`src/rtl/overlay_sequencer.sv`:
```
// Frame-synchronous overlay visibility sequencer: game state -> per-layer enables, with blanking
// between states and frame-counted blinking; all outputs registered. Blink logic needs OVERLAY_BLINK_EN.
module overlay_sequencer #(
    parameter int                                NUM_STATES   = 4,
    parameter int                                NUM_LAYERS   = 6,
    parameter logic [NUM_STATES*NUM_LAYERS-1:0]  VIS_MAP      = 24'h002B11,
    parameter logic [NUM_LAYERS-1:0]             BLINK_MAP    = 6'b010000,
    parameter int                                BLANK_FRAMES = 2,
    parameter int                                BLINK_FRAMES = 30,
    localparam int                               STATE_W      = (NUM_STATES > 1) ? $clog2(NUM_STATES) : 1
) (
    input  logic                  clk,
    input  logic                  reset,
    input  logic                  startOfFrame,
    input  logic [STATE_W-1:0]    gameState,
    output logic [NUM_LAYERS-1:0] layerVisible,
    output logic                  transitionActive,
    output logic                  blinkPhase,
    output logic [STATE_W-1:0]    curState
);

    localparam int FRAME_W = (BLANK_FRAMES > 0) ? $clog2(BLANK_FRAMES + 1) : 1;
    localparam int BLINK_W = $clog2(BLINK_FRAMES + 1);

    typedef enum logic {
        ST_STEADY = 1'b0,
        ST_BLANK  = 1'b1
    } state_t;

    state_t                  state_q, state_d;
    logic [STATE_W-1:0]      cur_q, cur_d;
    logic [STATE_W-1:0]      target_q, target_d;
    logic [FRAME_W-1:0]      frame_cnt_q, frame_cnt_d;
    logic [NUM_LAYERS-1:0]   vis_q, vis_d;
    logic                    trans_q, trans_d;
    logic                    restart_blink;
    logic [NUM_LAYERS-1:0]   row_cur;
    logic [NUM_LAYERS-1:0]   blink_mask;

    // States at or above NUM_STATES match no row and therefore show nothing.
    always_comb begin
        row_cur = '0;
        for (int s = 0; s < NUM_STATES; s++) begin
            if (cur_q == STATE_W'(s)) begin
                row_cur = VIS_MAP[s*NUM_LAYERS +: NUM_LAYERS];
            end
        end
    end

    always_comb begin
        state_d       = state_q;
        cur_d         = cur_q;
        target_d      = target_q;
        frame_cnt_d   = frame_cnt_q;
        restart_blink = 1'b0;
        vis_d         = '0;
        trans_d       = 1'b0;

        if (state_q == ST_BLANK) begin
            trans_d = 1'b1;
        end else begin
            vis_d = row_cur & ~blink_mask;
        end

        case (state_q)
            ST_STEADY: begin
                if (gameState != cur_q) begin
                    target_d    = gameState;
                    frame_cnt_d = '0;
                    if (BLANK_FRAMES > 0) begin
                        state_d = ST_BLANK;
                    end else begin
                        cur_d         = gameState;
                        restart_blink = 1'b1;
                    end
                end
            end
            ST_BLANK: begin
                // A new request restarts the blank period; a coinciding frame pulse is dropped.
                if (gameState != target_q) begin
                    target_d    = gameState;
                    frame_cnt_d = '0;
                end else if (startOfFrame) begin
                    frame_cnt_d = frame_cnt_q + 1'b1;
                    if (frame_cnt_q == FRAME_W'(BLANK_FRAMES - 1)) begin
                        state_d       = ST_STEADY;
                        cur_d         = target_q;
                        restart_blink = 1'b1;
                    end
                end
            end
            default: begin
                state_d = ST_STEADY;
            end
        endcase
    end

    always_ff @(posedge clk) begin
        if (reset) begin
            state_q     <= ST_STEADY;
            cur_q       <= '0;
            target_q    <= '0;
            frame_cnt_q <= '0;
            vis_q       <= '0;
            trans_q     <= 1'b0;
        end else begin
            state_q     <= state_d;
            cur_q       <= cur_d;
            target_q    <= target_d;
            frame_cnt_q <= frame_cnt_d;
            vis_q       <= vis_d;
            trans_q     <= trans_d;
        end
    end

`ifdef OVERLAY_BLINK_EN
    logic [BLINK_W-1:0] blink_cnt_q, blink_cnt_d;
    logic               blink_phase_q, blink_phase_d;

    // Counter is frozen while blanking and restarts in the shown phase on every state load.
    always_comb begin
        blink_cnt_d   = blink_cnt_q;
        blink_phase_d = blink_phase_q;
        if (restart_blink) begin
            blink_cnt_d   = '0;
            blink_phase_d = 1'b1;
        end else if (state_q == ST_STEADY && startOfFrame) begin
            if (blink_cnt_q == BLINK_W'(BLINK_FRAMES - 1)) begin
                blink_cnt_d   = '0;
                blink_phase_d = ~blink_phase_q;
            end else begin
                blink_cnt_d = blink_cnt_q + 1'b1;
            end
        end
    end

    always_ff @(posedge clk) begin
        if (reset) begin
            blink_cnt_q   <= '0;
            blink_phase_q <= 1'b1;
        end else begin
            blink_cnt_q   <= blink_cnt_d;
            blink_phase_q <= blink_phase_d;
        end
    end

    assign blink_mask = BLINK_MAP & {NUM_LAYERS{~blink_phase_q}};
    assign blinkPhase = blink_phase_q;
`else
    logic unused_blink_cfg;
    assign unused_blink_cfg = ^{BLINK_MAP, BLINK_FRAMES, restart_blink};
    assign blink_mask       = '0;
    assign blinkPhase       = 1'b1;
`endif

    assign layerVisible     = vis_q;
    assign transitionActive = trans_q;
    assign curState         = cur_q;

endmodule

```
`config.mk`:
```
export PLATFORM = sky130hd
export DESIGN_NAME = overlay_sequencer
export DESIGN_NICKNAME = d
export VERILOG_FILES = /design/src/rtl/overlay_sequencer.sv
export SDC_FILE = /design/constraint.sdc
export NUM_CORES = 1
export LEC_CHECK = 0
export ABC_AREA = 1
export BUFFER_PORTS_ARGS = -buffer_cell sky130_fd_sc_hd__buf_2
export CAP_MARGIN = 25
export CELL_PAD_IN_SITES_DETAIL_PLACEMENT = 0
export CELL_PAD_IN_SITES_GLOBAL_PLACEMENT = 1
export CORE_UTILIZATION = 31
export CTS_BUF_LIST = sky130_fd_sc_hd__clkbuf_16
export CTS_CLUSTER_DIAMETER = 30
export DETAILED_ROUTE_END_ITERATION = 8
export PLACE_DENSITY_LB_ADDON = 0.1
export SYNTH_ARGS = -nofsm -noshare
export SYNTH_HDL_FRONTEND = slang
export SYNTH_SLANG_ARGS = --single-unit
```
`constraint.sdc`:
```
create_clock -name clk -period 1.3 [get_ports clk]
set_clock_uncertainty 0.2 [all_clocks]
set_input_delay 0.13 -clock clk [delete_from_list [all_inputs] [get_ports clk]]
set_output_delay 0.13 -clock clk [all_outputs]
set_load 0.005 [all_outputs]
```
==> results of run 1 <==
-- power by group --
group / internal, mW / total, mW / switching (mW)
Combinational: 0.0486 / 0.117 / 0.0689
Sequential: 0.354 / 0.366 / 0.0122
Clock: 0.403 / 0.547 / 0.144
Total: 0.805 / 1.03 / 0.225
-- worst min-delay path by stage --
stage / from / to / slack (ns) / cells past startpoint
finish: gameState[1] / target_q[1] / 0.003 / 3
detailed placement: reset / transitionActive / 0.18 / 2
CTS: startOfFrame / frame_cnt_q[0] / 0.007 / 3
global placement: reset / frame_cnt_q[0] / 0.18 / 2
floorplan: reset / frame_cnt_q[0] / -0.0009 / 1
global route: gameState[1] / target_q[1] / 0.04 / 3
-- sequential cells by signal, summed over array words and instances (netlist names) --
signal,count
state_q,1
curState,2
transitionActive,1
frame_cnt_q,2
layerVisible,3
target_q,2
-- per-layer routing --
metal | wire (um) | share of wire [%] | vias to the layer above
li1 | - | - | 307
met1 | 637 | 53 | 239
met2 | 509 | 42 | 12
met3 | 45 | 3.7 | 2
met4 | 10 | 0.83 | 0
met5 | 0 | 0 | -
-- logic make-up (layout without fill, tap and decap cells) --
kind of cell	after synthesis	in the layout	share of synthesized area, %
compound gates	4	4	3.893
flops	11	11	36.07
other cells	1	1	0.6142
buf+inv	16	36	12.30
simple gates	52	52	36.89
fa+ha+maj	5	5	10.25
-- metrics by stage --
step                instances  total power, mW  cell area, sq um
finish                    134            1.031             863.3
global route              134            1.091             863.3
CTS                       134            1.029             815.8
detailed placement        129           0.4681             721.9
global placement          129           0.4678             721.9
floorplan                  89           0.4341             610.6
-- final cells by class --
type                       instances  share of cell area (%)
inverter                          12                   5.217
clock buffer                       3                   8.696
sequential                        11                   26.52
timing repair buffer              20                   13.91
multi-input combinational         62                   41.59
clock inverter                     1                  0.4348
tap                               25                   3.623
-- cell usage in the layout, fill, tap and decap left out --
master,synthesis,layout
inv_1,10,8
buf_2,0,13
clkbuf_16,0,3
nand3_4,0,2
nand2_2,0,4
buf_4,4,6
nor2_4,0,1
nor3b_2,0,1
dfxtp_1,11,6
inv_2,2,5
conb_1,1,1
dfxtp_4,0,1
dlygate4sd3_1,0,1
nand3_1,4,3
nand4_1,1,1
nor2_1,12,12
a21oi_2,1,2
and3_2,1,1
nand2_1,30,26
a21oi_1,3,2
ha_1,5,5
dfxtp_2,0,4
nand3_2,2,1
-- tightest hold or removal path: cells and delay by family --
family,cells,cell delay (ns)
buffers and inverters,1,0.13
and+or+nand+nor,1,0.08
AOI/OAI and AO/OA,1,0.06
-- what timing repair did --
action                                  CTS  global route
endpoints found under the setup margin    3             8
hold buffers                              1             0
hold endpoints to repair                  4             0
resized for setup                         3            16
==> results_dict.tcl, run 1 <==
set metrics [dict create \
    dieWidth_um 46.38 \
    crit_fanout 4 \
    grt_pass1_wl_mm 2.049 \
    holdCritPathClass "in -> reg" \
    max_freq_mhz 798.8 \
    cp-start-kind "register" \
    overflow 0 \
    synthCells 89 \
    clkSlewWorstSetupHoldPaths_ns 0.04 \
    maxCapViolCount 0 \
    yosysUniqueCellTypes 16 \
    yosys.area.top_type_share_pct 36.07 \
    vias 560 \
    synth_edf_count 0 \
    end_kind "register" \
    viasPerCell 4.179 \
    grt.busiest_layer "met2" \
    startpoint "curState[0]" \
    grt_util_met1_pct 18.54 \
    fin_crit_sh_pct 96.30 \
    synth_area_sq_um 610.6 \
    avgSynthCellArea_sq_um 6.861 \
    drv_slew 0 \
    h-tree-depth 1 \
    arrival_ns 1.21 \
    seq_area_sq_um 229.0 \
    met2_usage_pct 20.28 \
    power_leakage_nw 0.4489 \
    final-hold-violation-count 0 \
    reg2reg_depth 5 \
    finalNetCount 120 \
    die_area_sq_um 2151 \
    post-place-ws_ns -0.01893 \
    ir_drop_mv 1.287 \
    synth_ff_type "dfxtp_1" \
    place_hpwl_um 943.9 \
    firstDrtPassIters 4 \
    synth_seq_area_share_pct 36.07 \
    powerDensity_nw_per_um2 1194 \
    fill_cells 187 \
    cts_tree "built" \
    grt_use_total_pct 13.88 \
    path_cells "buf_4 -> ha_1 -> nor2_1 -> nand2_1 -> nor3b_2" \
    crit_cells 5 \
    numCtsBuffers 3 \
    place.port_buffers 13 \
    async_flop_share_pct 0 \
    tns_ns 0 \
    clk-insertion-delay-late_ns 0.23 \
    multiInputGateArea_sq_um 359.1 \
    syn_nets 99 \
    max_stage_delay_ns 0.33 \
    synth_area_leader_cell "dfxtp_1" \
    rrSetupSlack_ns 0.05 \
    fin_hold_ws_ns 0.003132 \
    grtUsageMet3_pct 5.882 \
    initial_core_util_pct 34.25 \
    rsz0062_at_grt "true" \
    antenna_found_initial 0 \
    die_y_um 46.38 \
    post-route-util_pct 48.42 \
    crit_buf_inv 1 \
    clk_path_buf_depth 2 \
    finalWorstSetupSlack_ns 0.04816 \
    endpoint "layerVisible[0]" \
    drc 0 \
    gp_congestion 0.7835 \
    ios 15 \
    synth_most_common_cell "nand2_1" \
    slowest_stage "dfxtp_2" \
    outcome "finished clean" \
    setup_viol 0 \
    grt_pass1_vias 467 \
    antenna_cells 0 \
    synth_area_leaders "dfxtp_1 (36%), nand2_1 (18%), ha_1 (10%)" \
    fin_crit_ns 1.252 \
    yosys_warnings 0 \
    yosys-top-cells-count "nand2_1 (30), nor2_1 (12), dfxtp_1 (11)" \
    drive_gt1_share_pct 40.37 \
    final_antenna_net_count 0 \
    syn_to_final_growth_pct 41.39 \
    core_region_area_sq_um 1783 \
    timing.rr.end "layerVisible[0]" \
    finalWirelength_mm 1.203 \
    rr_startpoint "curState[0]" \
    critPathKind "reg -> reg" \
    critical_path_required_ns 1.26 \
    post_cts_buffers 0 \
    cp_top_family "simple AND/OR/NAND/NOR gates" \
    clock_sinks 11 \
    drt_iter0_markers 8 \
    wl_per_cell_um 8.978 \
    grt_max_degree 7 \
    rows 15 \
    ys_ff_latch 11 \
    cts_root_buf "clkbuf_16" \
]
No activity file was read; power rests on OpenSTA's default activity.
==> inputs of run 2 (changes only) <==
--- a/config.mk
+++ b/config.mk
@@ -10,7 +10,7 @@
 export CAP_MARGIN = 25
 export CELL_PAD_IN_SITES_DETAIL_PLACEMENT = 0
 export CELL_PAD_IN_SITES_GLOBAL_PLACEMENT = 1
-export CORE_UTILIZATION = 31
+export CORE_UTILIZATION = 34
 export CTS_BUF_LIST = sky130_fd_sc_hd__clkbuf_16
 export CTS_CLUSTER_DIAMETER = 30
 export DETAILED_ROUTE_END_ITERATION = 8
==> constraint.sdc (replaced) <==
create_clock -name clk -period 1.4 [get_ports clk]
set_clock_uncertainty 0.2 [all_clocks]
set_input_delay 0.14 -clock clk [delete_from_list [all_inputs] [get_ports clk]]
set_output_delay 0.14 -clock clk [all_outputs]
set_load 0.005 [all_outputs]
==> run 2 against run 1 <==
Against the previous run: clock-buffer cell count is the same; clock power shrank 6.4%; global-route usage grew 0.56 points; wire length grew 0.91%; largest power group unchanged; final cell count shrank 3.7%; register-to-register slack gained 0.04 ns; via count shrank 1.8%; non-clock buffer count shrank 4; critical path type unchanged.
==> results_dict.tcl, run 2 (same netlist as run 1, synthesis figures left out) <==
set metrics [dict create \
    ir_drop_mv 1.005 \
    pwr-share-seq_pct 36.0 \
    drc 0 \
    die_area_sq_um 1969 \
    grt_pass1_wl_mm 1.952 \
    wl_per_cell_um 9.411 \
    core_region_area_sq_um 1594 \
    clock_sinks 11 \
    arrival_ns 1.28 \
    critPathKind "reg -> reg" \
    grt_pass1_vias 465 \
    drv_slew 0 \
    cts_tree "built" \
    design_power_total_mw 0.9437 \
    crit_fanout 5 \
    max_freq_mhz 765.0 \
    numCtsBuffers 3 \
    place.port_buffers 13 \
    place_inst 123 \
    max_stage_delay_ns 0.35 \
    mostFrequentLayoutCells "nand2_1 (29), buf_2 (13), nor2_1 (11)" \
    viasPerCell 4.264 \
    rows 14 \
    holdCritPathClass "in -> reg" \
    post-place-ws_ns 0.03938 \
    fill_cells 171 \
    dieWidth_um 44.38 \
    setup_viol 0 \
    firstDrtPassIters 4 \
    placedInstanceArea_sq_um 683.2 \
    drt_iter0_markers 6 \
    end_kind "register" \
    outcome "finished clean" \
    final_antenna_net_count 0 \
    sw_frac_of_total_pct 21.59 \
    maxCapViolCount 0 \
    post-route-util_pct 50.16 \
    clkSlewWorstSetupHoldPaths_ns 0.04 \
    final-hold-violation-count 0 \
    syn_to_final_growth_pct 30.94 \
    grt_max_degree 7 \
    critical_path_required_ns 1.37 \
    cp_common_cell "nand2_1" \
    powerDensity_nw_per_um2 1180 \
    path_cells "inv_2 -> nand2_1 -> nand2_1 -> nor2_2 -> nand3_2 -> nand2_1 -> nand2_1 -> nor2_1" \
    antenna_found_initial 0 \
    h-tree-depth 1 \
    ios 15 \
    overflow 0 \
    initial_core_util_pct 38.30 \
    stdcell_count 129 \
    drive_gt1_share_pct 32.38 \
    die_y_um 44.38 \
    clk_path_buf_depth 2 \
    internal-power_mw 0.7400 \
    power_leakage_nw 0.4254 \
    tns_ns 0 \
    final_common_cell "nand2_1" \
    finalWirelength_mm 1.214 \
    clockPowerShare_pct 54.3 \
    pwr-share-comb_pct 9.7 \
    slowest_stage "dfxtp_4" \
    place_hpwl_um 914.7 \
    finalWorstSetupSlack_ns 0.09286 \
    largest_reg_flops 3 \
    grt_use_total_pct 14.44 \
    finalNetCount 116 \
    cp-start-kind "register" \
    antenna_cells 0 \
    vias 550 \
    cts_root_buf "clkbuf_16" \
    stdcell_area_sq_um 799.5 \
    p_sw_mw 0.2037 \
    fin_hold_ws_ns 0.008619 \
    fin_crit_ns 1.307 \
    fin_crit_sh_pct 93.37 \
    rsz0062_at_grt "true" \
    gp_congestion 0.8137 \
    clk-insertion-delay-late_ns 0.24 \
]
-- run 2: changes by cell type in the layout (fill, tap and decap cells not counted), sizes merged --
cell  before  now
buf       19   15
-- run 2: critical path: cells and delay by family, from the launching register on --
kind / cells / cell delay (ns)
and+or+nand+nor: 7 / 0.66
DFF: 1 / 0.35
buffers and inverters: 1 / 0.04
-- run 2: worst paths after layout --
path	start	end	slack, ns	cells after the start
hold / removal	startOfFrame	frame_cnt_q[0]	0.009	3
hold reg to reg	frame_cnt_q[0]	frame_cnt_q[0]	0.29	2
setup reg to reg	target_q[0]	curState[0]	0.09	8
setup / recovery	target_q[0]	curState[0]	0.09	8
-- run 2: layout make-up --
| class | instances | area, sq um | share of cell area [%] |
|---|---|---|---|
| multi-input combinational | 62 | 325.3 | 40.69 |
| sequential | 11 | 230.2 | 28.80 |
| timing repair buffer | 16 | 90.09 | 11.27 |
| clock buffer | 3 | 75.07 | 9.390 |
| inverter | 12 | 45.04 | 5.634 |
| tap | 24 | 30.03 | 3.756 |
| clock inverter | 1 | 3.754 | 0.4695 |
-- run 2: routing by layer --
metal  share of wire [%]  track usage, %  up-vias
li1                    -               -      300
met1                  50           17.79      233
met2                  44           20.59       15
met3                 5.7           7.347        2
met4                0.74           7.273        0
met5                   0               0        -
-- run 2: repair_timing --
item                                    CTS  global route
hold endpoints to repair                  4             0
hold buffers                              1             0
setup buffers                             0             1
endpoints found under the setup margin    0             6
resized for setup                         0            11
-- run 2: power groups by stage --
stage | sequential [mW] | combinational [mW] | clock [mW]
final | 0.340 | 0.0918 | 0.512
after global placement | 0.345 | 0.0840 | 0
after floorplan | 0.343 | 0.0599 | 0
after global routing | 0.341 | 0.104 | 0.545
after CTS | 0.340 | 0.0856 | 0.523
after detailed placement | 0.345 | 0.0832 | 0
